## config.mk

```make
export PLATFORM = sky130hd
export DESIGN_NAME = ex_stage
export DESIGN_NICKNAME = d
export VERILOG_FILES = /design/src/rtl/mips_pkg.sv /design/src/rtl/alu_control.sv /design/src/rtl/ex_stage.sv
export SDC_FILE = /design/constraint.sdc
export NUM_CORES = 1
export LEC_CHECK = 0
export ABC_AREA = 1
export CAP_MARGIN = 40
export CORE_MARGIN = 3
export CORE_UTILIZATION = 39
export DETAILED_ROUTE_END_ITERATION = 10
export GPL_ROUTABILITY_DRIVEN = 0
export PLACE_DENSITY = 0.65
export SLEW_MARGIN = 20
export SYNTH_ARGS = -nofsm -noshare
export SYNTH_HDL_FRONTEND = slang
export SYNTH_SLANG_ARGS = --single-unit
```

## constraint.sdc

```tcl
create_clock -name clk -period 2 [get_ports clk]
set_input_delay 0.3 -clock clk [delete_from_list [all_inputs] [get_ports clk]]
set_output_delay 0.3 -clock clk [all_outputs]
set_load 0.005 [all_outputs]
```

## src/rtl/mips_pkg.sv

```systemverilog
// Shared definitions for the MIPS-subset pipeline: ALU operation codes,
// ALUOp encodings, R-type funct values and the execute-stage control bundle.
package mips_pkg;

  localparam logic [3:0] ALU_AND = 4'b0000;
  localparam logic [3:0] ALU_OR  = 4'b0001;
  localparam logic [3:0] ALU_ADD = 4'b0010;
  localparam logic [3:0] ALU_SUB = 4'b0110;
  localparam logic [3:0] ALU_SLT = 4'b0111;
  localparam logic [3:0] ALU_NOR = 4'b1100;

  localparam logic [1:0] ALUOP_ADD   = 2'b00;
  localparam logic [1:0] ALUOP_SUB   = 2'b01;
  localparam logic [1:0] ALUOP_RTYPE = 2'b10;
  localparam logic [1:0] ALUOP_ORI   = 2'b11;

  localparam logic [5:0] FN_ADD = 6'b100000;
  localparam logic [5:0] FN_SUB = 6'b100010;
  localparam logic [5:0] FN_AND = 6'b100100;
  localparam logic [5:0] FN_OR  = 6'b100101;
  localparam logic [5:0] FN_SLT = 6'b101010;
  localparam logic [5:0] FN_NOR = 6'b100111;

  // Architectural register-address width carried inside the control bundle.
  localparam int WREG_W = 5;

  typedef struct packed {
    logic              regwrite;
    logic              memread;
    logic              memwrite;
    logic              branch;
    logic              illegal;
    logic [WREG_W-1:0] wreg;
  } ex_ctrl_t;

endpackage

```

## src/rtl/alu_control.sv

```systemverilog
// Combinational ALUOp/funct decoder producing the 4-bit ALU operation code
// and an illegal flag for unsupported R-type funct values.
module alu_control
  import mips_pkg::*;
(
  input  logic [1:0] i_aluop,
  input  logic [5:0] i_funct,
  output logic [3:0] o_operation,
  output logic       o_illegal
);

  always_comb begin
    o_operation = ALU_ADD;
    o_illegal   = 1'b0;
    case (i_aluop)
      ALUOP_ADD: o_operation = ALU_ADD;
      ALUOP_SUB: o_operation = ALU_SUB;
      ALUOP_ORI: o_operation = ALU_OR;
      default: begin
        case (i_funct)
          FN_ADD:  o_operation = ALU_ADD;
          FN_SUB:  o_operation = ALU_SUB;
          FN_AND:  o_operation = ALU_AND;
          FN_OR:   o_operation = ALU_OR;
          FN_SLT:  o_operation = ALU_SLT;
          FN_NOR:  o_operation = ALU_NOR;
          // Unknown funct still executes as ADD so the pipe keeps flowing.
          default: o_illegal   = 1'b1;
        endcase
      end
    endcase
  end

endmodule

```

## src/rtl/ex_stage.sv

```systemverilog
// Execute stage: ID/EX register (S1) feeding an external ALU, and EX/MEM
// register (S2) capturing result, branch decision and pass-through control.
module ex_stage
  import mips_pkg::*;
#(
  parameter int XLEN   = 32,
  parameter int REG_AW = 5
) (
  input  logic              clk,
  input  logic              rst_n,
  input  logic              flush,
  input  logic              in_valid,
  output logic              in_ready,
  input  logic [1:0]        in_aluop,
  input  logic [5:0]        in_funct,
  input  logic [XLEN-1:0]   in_rs_val,
  input  logic [XLEN-1:0]   in_rt_val,
  input  logic [XLEN-1:0]   in_imm,
  input  logic [XLEN-1:0]   in_pc4,
  input  logic              in_alusrc,
  input  logic [REG_AW-1:0] in_wreg,
  input  logic              in_regwrite,
  input  logic              in_memread,
  input  logic              in_memwrite,
  input  logic              in_branch,
  output logic [3:0]        alu_operation,
  output logic [XLEN-1:0]   alu_a,
  output logic [XLEN-1:0]   alu_b,
  input  logic [XLEN-1:0]   alu_result,
  input  logic              alu_zero,
  output logic              out_valid,
  input  logic              out_ready,
  output logic [XLEN-1:0]   out_result,
  output logic [XLEN-1:0]   out_store_data,
  output logic [XLEN-1:0]   out_br_target,
  output logic [REG_AW-1:0] out_wreg,
  output logic              out_regwrite,
  output logic              out_memread,
  output logic              out_memwrite,
  output logic              out_br_taken,
  output logic              out_illegal
);

  logic            w_s2_adv;
  logic            w_s1_to_s2;
  logic            w_accept;
  logic [3:0]      w_op;
  logic            w_illegal;
  ex_ctrl_t        w_ctrl;

  logic            r_vld_p1;
  logic [3:0]      r_op_p1;
  logic [XLEN-1:0] r_a_p1;
  logic [XLEN-1:0] r_b_p1;
  logic [XLEN-1:0] r_rt_p1;
  logic [XLEN-1:0] r_imm_p1;
  logic [XLEN-1:0] r_pc4_p1;
  ex_ctrl_t        r_ctrl_p1;

  logic            r_vld_p2;
  logic [XLEN-1:0] r_result_p2;
  logic [XLEN-1:0] r_store_p2;
  logic [XLEN-1:0] r_target_p2;
  logic            r_taken_p2;
  ex_ctrl_t        r_ctrl_p2;

  alu_control u_alu_control (
    .i_aluop     (in_aluop),
    .i_funct     (in_funct),
    .o_operation (w_op),
    .o_illegal   (w_illegal)
  );

  assign w_s2_adv   = !r_vld_p2 || out_ready;
  assign w_s1_to_s2 = r_vld_p1 && w_s2_adv;
  assign in_ready   = !r_vld_p1 || w_s1_to_s2;
  assign w_accept   = in_valid && in_ready;

  always_comb begin
    w_ctrl          = '0;
    w_ctrl.regwrite = in_regwrite;
    w_ctrl.memread  = in_memread;
    w_ctrl.memwrite = in_memwrite;
    w_ctrl.branch   = in_branch;
    w_ctrl.illegal  = w_illegal;
    w_ctrl.wreg     = WREG_W'(in_wreg);
  end

  // ---- S1: ID/EX register, drives the ALU directly ----
  always_ff @(posedge clk or negedge rst_n) begin
    if (!rst_n) begin
      r_vld_p1  <= 1'b0;
      r_op_p1   <= '0;
      r_a_p1    <= '0;
      r_b_p1    <= '0;
      r_rt_p1   <= '0;
      r_imm_p1  <= '0;
      r_pc4_p1  <= '0;
      r_ctrl_p1 <= '0;
    end else if (flush) begin
      r_vld_p1  <= 1'b0;
    end else begin
      if (in_ready) r_vld_p1 <= in_valid;
      if (w_accept) begin
        r_op_p1   <= w_op;
        r_a_p1    <= in_rs_val;
        r_b_p1    <= in_alusrc ? in_imm : in_rt_val;
        r_rt_p1   <= in_rt_val;
        r_imm_p1  <= in_imm;
        r_pc4_p1  <= in_pc4;
        r_ctrl_p1 <= w_ctrl;
      end
    end
  end

  assign alu_operation = r_op_p1;
  assign alu_a         = r_a_p1;
  assign alu_b         = r_b_p1;

  // ---- S2: EX/MEM register, holds while MEM back-pressures ----
  always_ff @(posedge clk or negedge rst_n) begin
    if (!rst_n) begin
      r_vld_p2    <= 1'b0;
      r_result_p2 <= '0;
      r_store_p2  <= '0;
      r_target_p2 <= '0;
      r_taken_p2  <= 1'b0;
      r_ctrl_p2   <= '0;
    end else if (flush) begin
      r_vld_p2    <= 1'b0;
    end else begin
      if (w_s2_adv) r_vld_p2 <= r_vld_p1;
      if (w_s1_to_s2) begin
        r_result_p2 <= alu_result;
        r_store_p2  <= r_rt_p1;
        r_target_p2 <= r_pc4_p1 + (r_imm_p1 << 2);
        r_taken_p2  <= r_ctrl_p1.branch & alu_zero;
        r_ctrl_p2   <= r_ctrl_p1;
      end
    end
  end

  assign out_valid      = r_vld_p2;
  assign out_result     = r_result_p2;
  assign out_store_data = r_store_p2;
  assign out_br_target  = r_target_p2;
  assign out_br_taken   = r_taken_p2;
  assign out_wreg       = REG_AW'(r_ctrl_p2.wreg);
  assign out_regwrite   = r_ctrl_p2.regwrite;
  assign out_memread    = r_ctrl_p2.memread;
  assign out_memwrite   = r_ctrl_p2.memwrite;
  assign out_illegal    = r_ctrl_p2.illegal;

endmodule

```

==> flow_metrics.tcl <==
set metrics [dict create \
    synth-warning-count 0 \
    grt_max_degree 94 \
    crit_end "out_br_target[31]" \
    start_kind "flip-flop" \
    synth_top_area_cell "dfrtp_1" \
    synth.area.top_cells "dfrtp_1, nand2_1, o21ai_0, inv_1, ha_1" \
    cp_top_family "buffers and inverters" \
    met3_length_um 2440 \
    worstRegToRegCells 12 \
    cts_tree "built" \
    num_rows 66 \
    synthCells 1629 \
    clock_latency_ps 550 \
    crit_path_top_delay_cell "clkdlybuf4s50_1" \
    layout_common_cells "nand2_1, clkdlybuf4s50_1, dfrtp_1" \
    power.share.clock 0.347 \
    wire_per_inst_um 15.9 \
    worstSetupPathType "reg2out" \
    clockRootBuffer "clkbuf_16" \
    fin_crit_ps 1890 \
    dr.pass1.iters 7 \
    clock.fmax_mhz 529 \
    drcViolationCount 0 \
    max-cap-violations 0 \
    worstSetupStartpoint "out_br_target[31]$_DFFE_PN0P_" \
    p_comb_frac 0.261 \
    required_ps 1700 \
    pwr-share-seq 0.392 \
    drt-initial-drc-count 736 \
    grt_util_all_layers 0.217 \
    synth-edff-count 0 \
    ant_nets 0 \
    cp.arrival_ps 1590 \
    wl_met2_um 18300 \
    r2r-start "r_imm_p1[3]$_DFFE_PN0P_" \
    syn_avg_cell_area_um2 7.97 \
    die_w_um 188 \
    clkTransAtPathRegs_ps 60 \
    peakVddDrop_v 0.000777 \
    antenna_found_initial 4 \
    wl_um 38900 \
    die_area_um2 35500 \
    top_layer "met4" \
    overflow 0 \
    total_power_mw 18.5 \
    r2r-end "out_br_target[23]$_DFFE_PN0P_" \
    p_switching_mw 5.17 \
    pin_count 360 \
    cp_max_fo 2 \
    ys_seq_area_frac 0.540 \
    cts_num_sinks 280 \
    maxSlewHeadroom 0.692 \
    critPathMaxStageDelay_ps 610 \
    leakage_nw 9.13 \
    hp-class "in2async" \
    initial_core_util 0.397 \
    viasPerCell 4.68 \
    ys_async_sr_fraction 1.00 \
    hold_viol 0 \
    clock_path_buffers 3 \
    drive_above_1_share 0.0669 \
    die_y_um 188 \
    fin_nets 2194 \
    swShare 0.280 \
    ys_ff_latch 280 \
    synth_flop_cell "dfrtp_1" \
    cp.depth 1 \
    power_density_nw_per_um2 1000 \
    setup_viol_count_final 0 \
    ys_types 38 \
    grt_first_pass_wirelength_um 62500 \
    area_delta_synth_final_pct 42.0 \
    layout_commonest_cell "nand2_1" \
    dp_hpwl_um 29000 \
    core_um2 32700 \
    status "finished, final reports clean" \
    r2r_setup_slack_ps 130 \
    maxSlewViolCount 0 \
    m1WireLength_um 17000 \
    grt_pass1_vias 11600 \
    netlist_area_um2 13000 \
    fin_skew_ps 17.2 \
    nFillCells 3031 \
    syn_nets 1843 \
    internal-power_mw 13.3 \
    cp_num_buf_inv 1 \
    crit_path_end_kind "primary output" \
    cp_cell_sequence "clkdlybuf4s50_1" \
    cts_buffers 31 \
    synth_top_area_frac 0.540 \
    htreeDepth 1 \
    fin_crit_sh 0.945 \
    vias 11500 \
    max_slew.worst_pin.slew_ps 455 \
    fin_tns_setup_ps 0 \
    port_buffers 359 \
]
worst min-delay path by stage:
stage	startpoint	end	slack [ps]	cells past startpoint
2_1_floorplan	rst_n	alu_a[0]$_DFFE_PN0P_	4	0
3_3_place_gp	rst_n	out_store_data[1]$_DFFE_PN0P_	200	1
3_5_place_dp	rst_n	r_rt_p1[1]$_DFFE_PN0P_	210	1
4_1_cts	rst_n	r_rt_p1[1]$_DFFE_PN0P_	220	2
5_1_grt	in_branch	r_ctrl_p1[6]$_DFFE_PN0P_	260	3
6_report	rst_n	out_store_data[1]$_DFFE_PN0P_	260	2
power groups by stage:
stage / combinational (mW) / clock (mW) / sequential [mW]
floorplan: 2.04 / 0 / 7.28
global placement: 4.73 / 0 / 7.28
detailed placement: 4.77 / 0 / 7.30
CTS: 4.80 / 6.56 / 7.22
global route: 5.40 / 6.77 / 7.37
finish: 4.83 / 6.41 / 7.23
registers in the layout, summed over array words and instances, names as in the netlist, 4 cells and up:
name and count:
r_pc4_p1 32, out_store_data 32, out_wreg 5, alu_a 32
r_ctrl_p1 10, r_imm_p1 30, out_br_target 32, out_result 32
r_rt_p1 32, alu_operation 4, alu_b 32
repair_timing:
| item | in CTS | in global routing |
|---|---|---|
| endpoints found under the setup margin | 1 | 16 |
| setup buffers | 0 | 1 |
| hold buffers | 1 | 0 |
| pin swaps | 1 | 1 |
| gates resized for setup | 2 | 29 |
| hold endpoints to repair | 125 | 0 |
cells in the mapped netlist (2+ instances only):
cell and instances:
nor2_1 42, inv_1 172, o21ai_1 7, buf_6 2, buf_4 10, buf_2 32
a21oi_1 23, clkbuf_1 20, nand2_2 9, dfrtp_1 280, or2_2 2, nand4_1 3
a21oi_2 2, buf_1 2, inv_2 2, o21ai_0 182, nor3_1 4, nor2_4 3
nand3_2 3, nand3_1 40, nor2_2 2, ha_1 29, and2_1 2, o21bai_2 2
xnor2_1 12, nand3b_1 5, nand2_1 726
stage by stage:
stage                     hold slack [ps]  std cells  instance area, µm²  worst slack [ps]   util
after floorplan                      4.41       1629               13000               219      -
after global routing                  262       2448               18400             -10.7  0.564
final                                 259       2448               18400               110  0.564
after CTS                             216       2443               18300              45.0  0.559
after detailed placement              209       2387               17100              60.3  0.524
after global placement                205       2387               17100               101  0.524
cells by family after synthesis:
logic type               after synthesis  synth area share
AO/OA/AOI/OAI                        224            0.0895
AND/OR/NAND/NOR                      842             0.256
buffers and inverters                240            0.0765
flip-flops                           280             0.540
XOR/XNOR                              13           0.00877
adder cells (fa/ha/maj)               30            0.0295
metal layers:
layer,GRT usage,vias to the layer above
li1,-,5743
met1,0.288,5314
met2,0.362,320
met3,0.0469,77
met4,0.0627,0
met5,0,-
final cells by class:
class | instances | area, µm² | area share
well taps | 442 | 553 | 0.0300
clock inverters | 15 | 285 | 0.0155
flip-flops and latches | 280 | 7010 | 0.380
inverters | 174 | 656 | 0.0356
clock buffers | 40 | 880 | 0.0477
multi-input cells | 1109 | 5130 | 0.278
diodes | 4 | 10.0 | 0.000543
repair buffers | 384 | 3920 | 0.213
Note: power is estimated with default switching activity, not from simulation.
